File: src/rtl/spi_mem_arbiter.sv
// Shares one mode-0 SPI master between instruction fetch and data access,
// arbitrating round-robin and running one 32-bit serial-SRAM transaction at a time.
module spi_mem_arbiter #(
    parameter int unsigned CLK_DIV   = 2,
    parameter logic [7:0]  CMD_READ  = 8'h03,
    parameter logic [7:0]  CMD_WRITE = 8'h02
) (
    input  logic        clk,
    input  logic        rst,
    input  logic        fetch_req,
    input  logic [15:0] fetch_addr,
    output logic        fetch_ack,
    output logic [7:0]  fetch_data,
    input  logic        data_req,
    input  logic        data_we,
    input  logic [15:0] data_addr,
    input  logic [7:0]  data_wdata,
    output logic        data_ack,
    output logic [7:0]  data_rdata,
    output logic        busy,
    output logic        sclk,
    output logic        mosi,
    input  logic        miso,
    output logic        cs_rom_n,
    output logic        cs_ram_n
);

    typedef enum logic [1:0] {IDLE, SHIFT, DONE} state_e;

    localparam logic [3:0] HALF_LAST = 4'(CLK_DIV - 1);

    if (CLK_DIV < 1 || CLK_DIV > 15) begin : g_bad_div
        $error("spi_mem_arbiter: CLK_DIV must be in 1..15");
    end

    state_e      state_q, state_d;
    logic [31:0] shift_q, shift_d;
    logic [7:0]  rx_q, rx_d;
    logic [4:0]  bit_q, bit_d;
    logic [3:0]  half_q, half_d;
    logic        sclk_q, sclk_d;
    logic        cs_rom_n_q, cs_rom_n_d;
    logic        cs_ram_n_q, cs_ram_n_d;
    logic        grant_data_q, grant_data_d;
    logic        write_q, write_d;
    logic        last_data_q, last_data_d;
    logic [7:0]  fetch_data_q, fetch_data_d;
    logic [7:0]  data_rdata_q, data_rdata_d;
    logic        pick_data;
    logic [7:0]  opcode;

    // State register: everything, including the SPI pins, comes straight from flops.
    always_ff @(posedge clk or posedge rst) begin
        if (rst) begin
            state_q      <= IDLE;
            shift_q      <= 32'h0;
            rx_q         <= 8'h00;
            bit_q        <= 5'd0;
            half_q       <= 4'd0;
            sclk_q       <= 1'b0;
            cs_rom_n_q   <= 1'b1;
            cs_ram_n_q   <= 1'b1;
            grant_data_q <= 1'b0;
            write_q      <= 1'b0;
            last_data_q  <= 1'b1;
            fetch_data_q <= 8'h00;
            data_rdata_q <= 8'h00;
        end else begin
            state_q      <= state_d;
            shift_q      <= shift_d;
            rx_q         <= rx_d;
            bit_q        <= bit_d;
            half_q       <= half_d;
            sclk_q       <= sclk_d;
            cs_rom_n_q   <= cs_rom_n_d;
            cs_ram_n_q   <= cs_ram_n_d;
            grant_data_q <= grant_data_d;
            write_q      <= write_d;
            last_data_q  <= last_data_d;
            fetch_data_q <= fetch_data_d;
            data_rdata_q <= data_rdata_d;
        end
    end

    // Next state. sclk_q doubles as the phase flag: a half period ending with
    // sclk low raises it (and samples miso); one ending high starts the next bit.
    always_comb begin
        state_d      = state_q;
        shift_d      = shift_q;
        rx_d         = rx_q;
        bit_d        = bit_q;
        half_d       = half_q;
        sclk_d       = sclk_q;
        cs_rom_n_d   = cs_rom_n_q;
        cs_ram_n_d   = cs_ram_n_q;
        grant_data_d = grant_data_q;
        write_d      = write_q;
        last_data_d  = last_data_q;
        fetch_data_d = fetch_data_q;
        data_rdata_d = data_rdata_q;
        pick_data    = data_req && (!fetch_req || !last_data_q);
        opcode       = (pick_data && data_we) ? CMD_WRITE : CMD_READ;

        unique case (state_q)
            IDLE: begin
                if (fetch_req || data_req) begin
                    state_d      = SHIFT;
                    grant_data_d = pick_data;
                    last_data_d  = pick_data;
                    write_d      = pick_data && data_we;
                    shift_d      = {opcode,
                                    pick_data ? data_addr : fetch_addr,
                                    (pick_data && data_we) ? data_wdata : 8'h00};
                    cs_rom_n_d   = pick_data;
                    cs_ram_n_d   = !pick_data;
                    sclk_d       = 1'b0;
                    bit_d        = 5'd0;
                    half_d       = 4'd0;
                end
            end
            SHIFT: begin
                if (half_q != HALF_LAST) begin
                    half_d = half_q + 4'd1;
                end else begin
                    half_d = 4'd0;
                    if (!sclk_q) begin
                        sclk_d = 1'b1;
                        rx_d   = {rx_q[6:0], miso};
                    end else begin
                        sclk_d = 1'b0;
                        if (bit_q == 5'd31) begin
                            state_d    = DONE;
                            shift_d    = 32'h0;
                            cs_rom_n_d = 1'b1;
                            cs_ram_n_d = 1'b1;
                            if (!write_q) begin
                                if (grant_data_q) begin
                                    data_rdata_d = rx_q;
                                end else begin
                                    fetch_data_d = rx_q;
                                end
                            end
                        end else begin
                            bit_d   = bit_q + 5'd1;
                            shift_d = {shift_q[30:0], 1'b0};
                        end
                    end
                end
            end
            DONE: begin
                state_d = IDLE;
            end
            default: begin
                state_d = IDLE;
            end
        endcase
    end

    // Outputs: acks are decoded from DONE, mosi is the top of the shift register.
    always_comb begin
        fetch_ack  = 1'b0;
        data_ack   = 1'b0;
        if (state_q == DONE) begin
            fetch_ack = !grant_data_q;
            data_ack  = grant_data_q;
        end
        busy       = (state_q != IDLE);
        sclk       = sclk_q;
        mosi       = shift_q[31];
        cs_rom_n   = cs_rom_n_q;
        cs_ram_n   = cs_ram_n_q;
        fetch_data = fetch_data_q;
        data_rdata = data_rdata_q;
    end

endmodule
File: config.mk
export PLATFORM = sky130hd
export DESIGN_NAME = spi_mem_arbiter
export DESIGN_NICKNAME = d
export VERILOG_FILES = /design/src/rtl/spi_mem_arbiter.sv
export SDC_FILE = /design/constraint.sdc
export NUM_CORES = 1
export LEC_CHECK = 0
export CAP_MARGIN = 10
export CORE_ASPECT_RATIO = 0.8
export CORE_UTILIZATION = 48
export DETAILED_ROUTE_END_ITERATION = 12
export DONT_BUFFER_PORTS = 1
export GPL_TIMING_DRIVEN = 0
export PLACE_DENSITY = 0.71
export SLEW_MARGIN = 5
export SYNTH_ARGS = -nofsm -noshare
export SYNTH_HDL_FRONTEND = slang
export SYNTH_SLANG_ARGS = --single-unit
File: constraint.sdc
create_clock -name clk -period 2.7 [get_ports clk]
set_input_delay 0.54 -clock clk [delete_from_list [all_inputs] [get_ports clk]]
set_output_delay 0.54 -clock clk [all_outputs]
set_load 0.01 [all_outputs]
; After elaboration in Yosys (flattened, before gate mapping)
; Cells that the tools add are included.
[totals]
in_bits = 46
regBits = 73
output_inout_bits = 23
word_cells = 83
[op_classes]
eq_ne = 9
n_reduce_logical = 21
bitwise_logic = 4
add_sub_neg = 2
mux = 34
[op_table]
columns = op, count
row1 = 32-bit two-way mux, 4
row2 = 32-bit one-hot mux with 2 select lines, 1
row3 = 5-bit two-way mux, 4
row4 = 16-bit two-way mux, 1
row5 = 6-bit AND reduction, 2
row6 = 1-bit two-way mux, 11
row7 = "2-bit != test, second input constant", 5
row8 = 5-bit one-hot mux with 2 select lines, 1
row9 = 5-bit AND reduction, 2
row10 = 2-bit two-way mux, 4
row11 = 4-bit two-way mux, 2
row12 = 8-bit two-way mux, 1
row13 = 4-bit one-hot mux with 2 select lines, 1
row14 = 4-bit AND reduction, 2
row15 = 1-bit one-hot mux with 2 select lines, 3
row16 = 3-bit AND reduction, 2
row17 = "5-bit by 1-bit adder with 5-bit output, second input constant", 1
row18 = "5-bit equality test, second input constant", 1
row19 = "4-bit by 1-bit adder with 4-bit output, second input constant", 1
row20 = 1-bit zero test, 4
row21 = "4-bit by 1-bit != test with 1-bit output, second input constant", 1
row22 = 1-bit NOT, 4
row23 = 2-bit one-hot mux with 2 select lines, 1
row24 = 2-bit AND reduction, 2
row25 = 6 further kinds, 9

; Logic depth before layout (Yosys ltp)
; Gate-level depths: netlist of the first run.
[depth]
ltp_word = 7
depth_mapped = 8
mapped_depth_nobuf = 6

; Worst setup path after synthesis of the first run
; No wires, ideal clock.
[synth_timing]
kind = reg-to-reg
start = reg bit_q[0]
end = reg data_rdata_q[0], in the netlist data_rdata[0]
arrival_ns = 1.966
path_slack_ns = 0.610
path_buffers = 1
path_stages_with_launch = 8
t_required_ns = 2.575
period_less_slack_ns = 2.090
setup_ns = 0.125
cell_sequence = dfrtp_1 > ha_1 > and3_1 > ha_1 > clkbuf_1 > nand3b_1 > nor3_4 > mux2_2
[synth_via]
elab_chain_len = 2
[synth_rtl]
columns = element, line_no
row1 = start: declaration, 39  ; logic [4:0] bit_q, bit_d;
row2 = start signal: assignment, 72  ; bit_q <= bit_d;
row3 = 5-bit equality test, 131  ; if (bit_q == 5'd31) begin
row4 = 6-bit AND reduction (no source line), n/a
row5 = end signal: assignment, 81  ; data_rdata_q <= data_rdata_d;
row6 = end: declaration, 48  ; logic [7:0] data_rdata_q, data_rdata_d;
; No other way between the ends.
; A chain may end at the register's enable or synchronous reset.

; Final worst setup path of the first run
[layout_timing]
start = reg bit_q[0]
end = reg data_rdata_q[4], in the netlist data_rdata[4]
; Same word-level chain as after synthesis.

==> results of run 1 <==
[per-stage QoR]
step / instance area [um2] / cells / util / hold WS, ns
after floorplan: 3780 / 339 / - / 0.472
after global placement: 3910 / 444 / 0.521 / 0.485
after detailed placement: 3940 / 445 / 0.525 / 0.334
after CTS: 4120 / 462 / 0.549 / 0.341
after global routing: 4120 / 462 / 0.549 / 0.340
final: 4120 / 462 / 0.549 / 0.351
[flip-flops by register name (all words and copies together) (netlist names)]
signal,count
write_q,1
cs_ram_n,1
state_q,2
cs_rom_n,1
sclk,1
bit_q,5
shift_q,32
half_q,4
last_data_q,1
rx_q,8
data_rdata,8
grant_data_q,1
fetch_data,8
[metal layers]
metal  up-vias  track usage  part of all wire
met5         -            0                 0
met4         0       0.0696             0.013
met3         7       0.0534             0.053
met2        81        0.327              0.45
met1      1375        0.318              0.48
li1       1319            -                 -
[report_power, final]
part           leakage (uW)  switching [uW]  internal, uW  total (uW)
logic              0.000788             585           480        1060
clock network     0.0000850             368           387         755
registers          0.000948             275          1460        1730
[worst max-delay path: stages, from the launching register on]
cell	delay, ns
dfrtp_1	0.40
ha_1	0.18
and3_1	0.19
ha_1	0.26
clkbuf_1	0.47
nand3b_1	0.20
nor3_4	0.39
mux2_2	0.39
[cells by family after synthesis]
logic type / after synthesis / share of synthesized area
compound gates: 109 / 0.212
xor+xnor: 1 / 0.00232
fa+ha+maj: 5 / 0.0166
buf+inv: 44 / 0.0504
flops: 73 / 0.485
mux: 40 / 0.116
simple gates: 67 / 0.118
[Yosys cell counts, types with 2 or more instances]
cell,count
nand2_1,9
mux2i_1,9
and3b_1,2
nand4_1,3
a21oi_1,21
and2_1,16
mux2_2,31
inv_1,13
nand3b_1,2
a41o_1,7
nor2_1,3
buf_6,2
a21boi_0,3
a31oi_1,3
buf_1,3
nor3_1,5
clkbuf_1,19
o221ai_1,17
nor2b_1,2
nor4bb_1,7
nand3_1,5
dfrtp_1,70
a221oi_1,16
nor3b_1,3
o31ai_1,18
dfstp_2,3
o21ai_0,17
ha_1,5
buf_2,5
[path summary, 6_finish.rpt]
| path | start | to | slack, ns | depth (start not counted) |
|---|---|---|---|---|
| min in group asynchronous | rst | half_q[1] | 0.58 | 2 |
| max reg2reg | bit_q[0] | data_rdata[4] | 0.1 | 7 |
| min reg2reg | shift_q[1] | shift_q[1] | 0.51 | 1 |
| max | bit_q[0] | data_rdata[4] | 0.1 | 7 |
| min | miso | rx_q[0] | 0.35 | 1 |
| max in group asynchronous | rst | cs_ram_n | 1.54 | 3 |
[layout make-up]
class	instances	area share
inverter	14	0.0134
buffer	30	0.0334
clock buffer	16	0.0413
multi-input combinational	222	0.426
tap	105	0.0319
sequential	73	0.445
timing repair buffer	2	0.00912
==> impl_metrics.toml, run 1 <==
[routing]
drtPass1Iterations = 4
drt_iter0_markers = 137
wl_per_cell_um = 18.4
viasPerCell = 6.02
wl_um = 8490
drc_errors = 0
vias = 2782
ant_nets = 0

[timing]
worst_slack_ns = 0.0969
fmax_mhz = 384
hold_viol = 0
setup_viol = 0
tightest_slew_ns = 1.15
skew_ns = 0.0101
fin_crit_ns = 2.60
rsz0062_at_grt = "false"
maxSlewViolCount = 0
final.setup.tns_ns = 0
slew_headroom = 0.225
min_period_over_period = 0.964

[clock_network]
cts_root_buffer = "clkbuf_8"
clk_pin_slew_ns = 0.07
postCtsHoldBufs = 1
cts_setup_buffers = 0
cts_resized = 0
worstSkewPairLatency_ns = 0.35
cts_tree = "yes"
cts_buffers = 9
numClockSinks = 73
h-tree-depth = 3
clock_path_buffers = 2

[grt]
grt_max_degree = 64
first_global_vias = 2673
grt_pass1_wl_um = 13700
track_usage = 0.220
grt.overflow.total = 0
antenna_found_initial = 0

[synthesis]
ys_types = 49
yosysSeqAreaShare = 0.485
synth_top_cell_by_area = "dfrtp_1"
yosysWarnings = 0
synth-seq-cells = 73
async_flop_share = 1.00
synth_edf_count = 0
syn_nets = 390
postSynthCellCount = 339
synth_area_leaders = "dfrtp_1, mux2_2, o221ai_1"
avgSynthCellArea_um2 = 11.1
yosys.area.top_type_share = 0.464
ys.flop_type = "dfrtp_1"
synth_area_mm2 = 0.00378

[finish]
seqCellArea_mm2 = 0.00183
final_common_cell = "dfrtp_1"
most-common-layout-cells = "dfrtp_1, mux2_2, clkbuf_1, a21oi_1, o31ai_1"
fillers = 689
fin_nets = 403
multi_input_comb_area_mm2 = 0.00176
area_growth_pct = 9.05
diodes = 0
drive_gt1_frac = 0.179

[worst_setup_path]
worstPathArrival_ns = 2.83
worstSetupStartpointType = "flop"
cp_max_fo = 10
critPathRequiredTime_ns = 2.92
critPathCaptureType = "flop"
crit_type = "flop to flop"

[status]
outcome = "finished clean"

[die]
core_area_mm2 = 0.00750
fp.dieH_um = 81.3
die_w_um = 101
dieArea_mm2 = 0.00823
start_util = 0.504
rows = 28
io_pins = 69

[power_and_ir_drop]
ir_worst_vdd_mv = 0.310
powerDensity_mw_per_mm2 = 862
p_total_uw = 3550
p_leak_uw = 0.00182

[hold_path]
hold_class = "input port to flop"

[flow_run]
cap_violations = 0

[placed_design]
gp_congestion = 0.824
dpl_worst_slack_ns = 0.162
port_buffers = 0
hpwlAfterDp_um = 5980
Power figures use the tool's default switching activity.
==> run 2, diff against run 1 <==
--- a/config.mk
+++ b/config.mk
@@ -7,11 +7,11 @@
 export LEC_CHECK = 0
 export CAP_MARGIN = 10
 export CORE_ASPECT_RATIO = 0.8
-export CORE_UTILIZATION = 48
+export CORE_UTILIZATION = 63
 export DETAILED_ROUTE_END_ITERATION = 12
 export DONT_BUFFER_PORTS = 1
 export GPL_TIMING_DRIVEN = 0
-export PLACE_DENSITY = 0.71
+export PLACE_DENSITY = 0.87
 export SLEW_MARGIN = 5
 export SYNTH_ARGS = -nofsm -noshare
 export SYNTH_HDL_FRONTEND = slang
==> impl_metrics.toml, run 2 (synthesis results as in run 1) <==
[status]
outcome = "finished clean"

[placed_design]
port_buffers = 0
hpwlAfterDp_um = 6270
dpl_worst_slack_ns = 0.144
gp_congestion = 0.919
dp_cells = 418

[worst_setup_path]
critPathCaptureType = "flop"
cp_max_fo = 10
crit_type = "flop to flop"
worstPathArrival_ns = 2.67
timing.rr.start = "bit_q[0]"
worstSetupStartpointType = "flop"
critPathRequiredTime_ns = 2.94
crit_start = "bit_q[0]"

[finish]
diodes = 0
fin_nets = 403
fillers = 391
regMostFlops = "shift_q"
most-common-layout-cells = "dfrtp_1, mux2_2, a21oi_1, clkbuf_1, o31ai_1"
drive_gt1_frac = 0.196
area_growth_pct = 9.08
fin_cells = 435
final_common_cell = "dfrtp_1"
largest_reg_flops = 32

[die]
core_area_mm2 = 0.00562
io_pins = 69
rows = 24
dieArea_mm2 = 0.00631
start_util = 0.672
die_w_um = 88.6
fp.dieH_um = 71.2

[grt]
use_met2 = 0.474
grt_pass1_wl_um = 14600
top_usage_layer = "met2"
grt_max_degree = 53
track_usage = 0.314
met3_usage = 0.112
use_met1 = 0.407
first_global_vias = 2990
grt.overflow.total = 0
antenna_found_initial = 0

[power_and_ir_drop]
p_leak_uw = 0.00184
p_total_uw = 3700
powerDensity_mw_per_mm2 = 898
ir_worst_vdd_mv = 0.507

[timing]
rsz0062_at_grt = "false"
fmax_mhz = 411
skew_ns = 0.00701
fin_hold_ws_ns = 0.332
setup_viol = 0
fin_crit_ns = 2.43
maxSlewViolCount = 0
tightest_slew_ns = 1.07
hold_viol = 0
min_period_over_period = 0.901
worst_slack_ns = 0.268
slew_headroom = 0.281
final.setup.tns_ns = 0

[clock_network]
clk_pin_slew_ns = 0.08
h-tree-depth = 3
worstSkewPairLatency_ns = 0.35
cts_buffers = 9
cts_root_buffer = "clkbuf_8"
numClockSinks = 73
cts_tree = "yes"
cts_setup_buffers = 0
clock_path_buffers = 2

[hold_path]
hold_class = "input port to flop"
hp-start = "miso"

[routing]
ant_nets = 0
wl_um = 8870
drt_iter0_markers = 327
drtPass1Iterations = 5
vias = 2967
viasPerCell = 6.82
wl_per_cell_um = 20.4
drc_errors = 0

[flow_run]
cap_violations = 0
run 2: final timing paths:
check	slack [ns]	cells past startpoint	endpoint
setup / recovery	0.27	7	data_rdata[6]
hold / removal	0.33	1	rx_q[0]
setup reg to reg	0.27	7	data_rdata[6]
hold reg to reg	0.50	1	shift_q[4]
max in group asynchronous	1.48	3	last_data_q
min in group asynchronous	0.62	2	data_rdata[3]
run 2: power by group:
group | internal [uW] | switching, uW | total (uW)
Sequential | 1450 | 286 | 1740
Combinational | 485 | 613 | 1100
Clock | 434 | 429 | 862
Total | 2370 | 1330 | 3700
run 2: layer usage:
| metal | share of wire | up-vias | routed length [um] |
|---|---|---|---|
| li1 | - | 1328 | - |
| met1 | 0.40 | 1426 | 3510 |
| met2 | 0.48 | 189 | 4230 |
| met3 | 0.098 | 24 | 869 |
| met4 | 0.028 | 0 | 251 |
| met5 | 0 | - | 0 |
run 2: cell type report:
type	instances	area [um2]	area share
sequential	73	1830	0.444
tap	78	97.6	0.0237
timing repair buffer	2	37.5	0.00911
multi-input combinational	222	1760	0.426
inverter	14	55.1	0.0134
clock inverter	7	80.1	0.0194
clock buffer	9	124	0.0301
buffer	30	139	0.0337
run 2: timing repair:
action                                  4_1_cts  5_1_grt
hold endpoints to repair                     13        0
endpoints found under the setup margin        0        8
resized for setup                             0        2
hold buffers                                  1        0
run 2: worst max-delay path, cell delays in order (launching register included):
cell and delay (ns):
dfrtp_1 0.40, ha_1 0.17, and3_1 0.19, ha_1 0.26, clkbuf_2 0.29, nand3b_1 0.16, nor3_4 0.44, mux2_2 0.42
run 2: metrics by stage:
| step | util | area (um2) |
|---|---|---|
| floorplan | - | 3780 |
| global placement | 0.690 | 3870 |
| detailed placement | 0.695 | 3900 |
| CTS | 0.733 | 4120 |
| global route | 0.734 | 4120 |
| finish | 0.734 | 4120 |
==> run 3, diff against run 2 <==
--- a/config.mk
+++ b/config.mk
@@ -6,7 +6,7 @@
 export NUM_CORES = 1
 export LEC_CHECK = 0
 export CAP_MARGIN = 10
-export CORE_ASPECT_RATIO = 0.8
+export CORE_ASPECT_RATIO = 0.5
 export CORE_UTILIZATION = 63
 export DETAILED_ROUTE_END_ITERATION = 12
 export DONT_BUFFER_PORTS = 1
==> impl_metrics.toml, run 3 (synthesis results as in run 1) <==
[finish]
largest_reg_flops = 32
regMostFlops = "shift_q"
seqCellArea_mm2 = 0.00183
diodes = 0
area_growth_pct = 10.7
most-common-layout-cells = "dfrtp_1, mux2_2, a21oi_1, clkbuf_1, o31ai_1"
drive_gt1_frac = 0.197
multi_input_comb_area_mm2 = 0.00176
final_common_cell = "dfrtp_1"
fin_nets = 402
fillers = 372

[clock_network]
cts_root_buffer = "clkbuf_16"
clk_pin_slew_ns = 0.06
worstSkewPairLatency_ns = 0.34
clock_path_buffers = 2
numClockSinks = 73
h-tree-depth = 3
cts_buffers = 9
cts_tree = "yes"

[timing]
fmax_mhz = 397
fin_crit_ns = 2.52
maxSlewViolCount = 0
skew_ns = 0.00823
tightest_slew_ns = 1.13
min_period_over_period = 0.932
final.setup.tns_ns = 0
rsz0062_at_grt = "false"
hold_viol = 0
setup_viol = 0
worst_slack_ns = 0.184
fin_hold_ws_ns = 0.267
slew_headroom = 0.238

[worst_setup_path]
reg2reg_setup_slack_ns = 0.18
cp_max_fo = 10
timing.rr.start = "bit_q[0]"
critical_path_buf_inv_count = 2
rr_worst_depth = 8
critPathCaptureType = "flop"
crit_chain = "ha_1 > and3_1 > ha_1 > clkbuf_2 > nand3b_1 > nor3_4 > buf_12 > mux2_2"
worstSetupStartpointType = "flop"
critPathRequiredTime_ns = 2.92
max_stage_delay_ns = 0.40
crit_family = "simple AND/OR/NAND/NOR gates"
r2r-end = "data_rdata[1]"
critPathSlowestCell = "dfrtp_1"
worstPathArrival_ns = 2.73
crit_type = "flop to flop"
crit_top_cell = "ha_1"

[routing]
wl_um = 9330
drtPass1Iterations = 9
drc_errors = 2
viasPerCell = 7.06
drt_iter0_markers = 400
ant_nets = 0
vias = 3029
wl_per_cell_um = 21.7

[die]
dieArea_mm2 = 0.00633
start_util = 0.670
core_area_mm2 = 0.00563
die_w_um = 111
fp.dieH_um = 56.7
rows = 19
io_pins = 69

[power_and_ir_drop]
p_total_uw = 3980
combPwrFrac = 0.274
ir_worst_vdd_mv = 0.508
p_int_uw = 2590
p_switching_uw = 1390
switching_share = 0.349
clkPwrFrac = 0.285
powerDensity_mw_per_mm2 = 952
p_seq_frac = 0.441
p_leak_uw = 0.00187

[status]
outcome = "complete, but fails checks"
violations = "design-rule violations"

[placed_design]
hpwlAfterDp_um = 6260
port_buffers = 0
dpl_worst_slack_ns = -0.0277
gp_congestion = 0.928

[grt]
grt_pass1_wl_um = 15200
grt_max_degree = 74
first_global_vias = 3012
track_usage = 0.316
antenna_found_initial = 0
grt.overflow.total = 0

[hold_path]
hold_class = "input port to asynchronous set/reset pin"

[flow_run]
cap_violations = 0
run 3: stage by stage:
step           cells  instance area (um2)   util
3_3_place_gp     412                 3870  0.686
3_5_place_dp     412                 3870  0.687
6_report         429                 4180  0.742
2_1_floorplan    339                 3780      -
5_1_grt          429                 4180  0.742
4_1_cts          428                 4160  0.738
run 3: layer usage:
layer  global-route usage  part of all wire  vias to the layer above
li1                     -                 -                     1320
met1                0.383              0.41                     1521
met2                0.508              0.47                      155
met3                0.126             0.094                       33
met4                0.131             0.025                        0
met5                    0                 0                        -
run 3: power by group through the flow:
stage	combinational, uW	sequential [uW]	clock (uW)
2_1_floorplan	866	1660	0
3_3_place_gp	1010	1720	0
3_5_place_dp	1070	1750	0
4_1_cts	1090	1740	1150
5_1_grt	1200	1790	1200
6_report	1090	1750	1130
run 3: cell type report:
cell class / count / area share
sequential: 73 / 0.438
multi-input combinational: 222 / 0.420
clock buffer: 10 / 0.0572
buffer: 30 / 0.0332
tap: 73 / 0.0218
inverter: 14 / 0.0132
clock inverter: 6 / 0.0120
timing repair buffer: 1 / 0.00479
run 3: what timing repair did:
item	4_1_cts	5_1_grt
gates resized for setup	1	0
hold buffers	0	0
setup endpoints to repair	8	1
pin swaps	0	1
setup buffers	0	1
run 3: how the worst max path moves through the flow:
stage / from / endpoint / depth (start not counted)
global route: bit_q[0] / shift_q[22] / 8
detailed placement: bit_q[0] / data_rdata[1] / 7
floorplan: rst / bit_q[0] / 1
CTS: bit_q[0] / data_rdata[1] / 7
finish: bit_q[0] / data_rdata[1] / 8
global placement: rst / shift_q[5] / 1
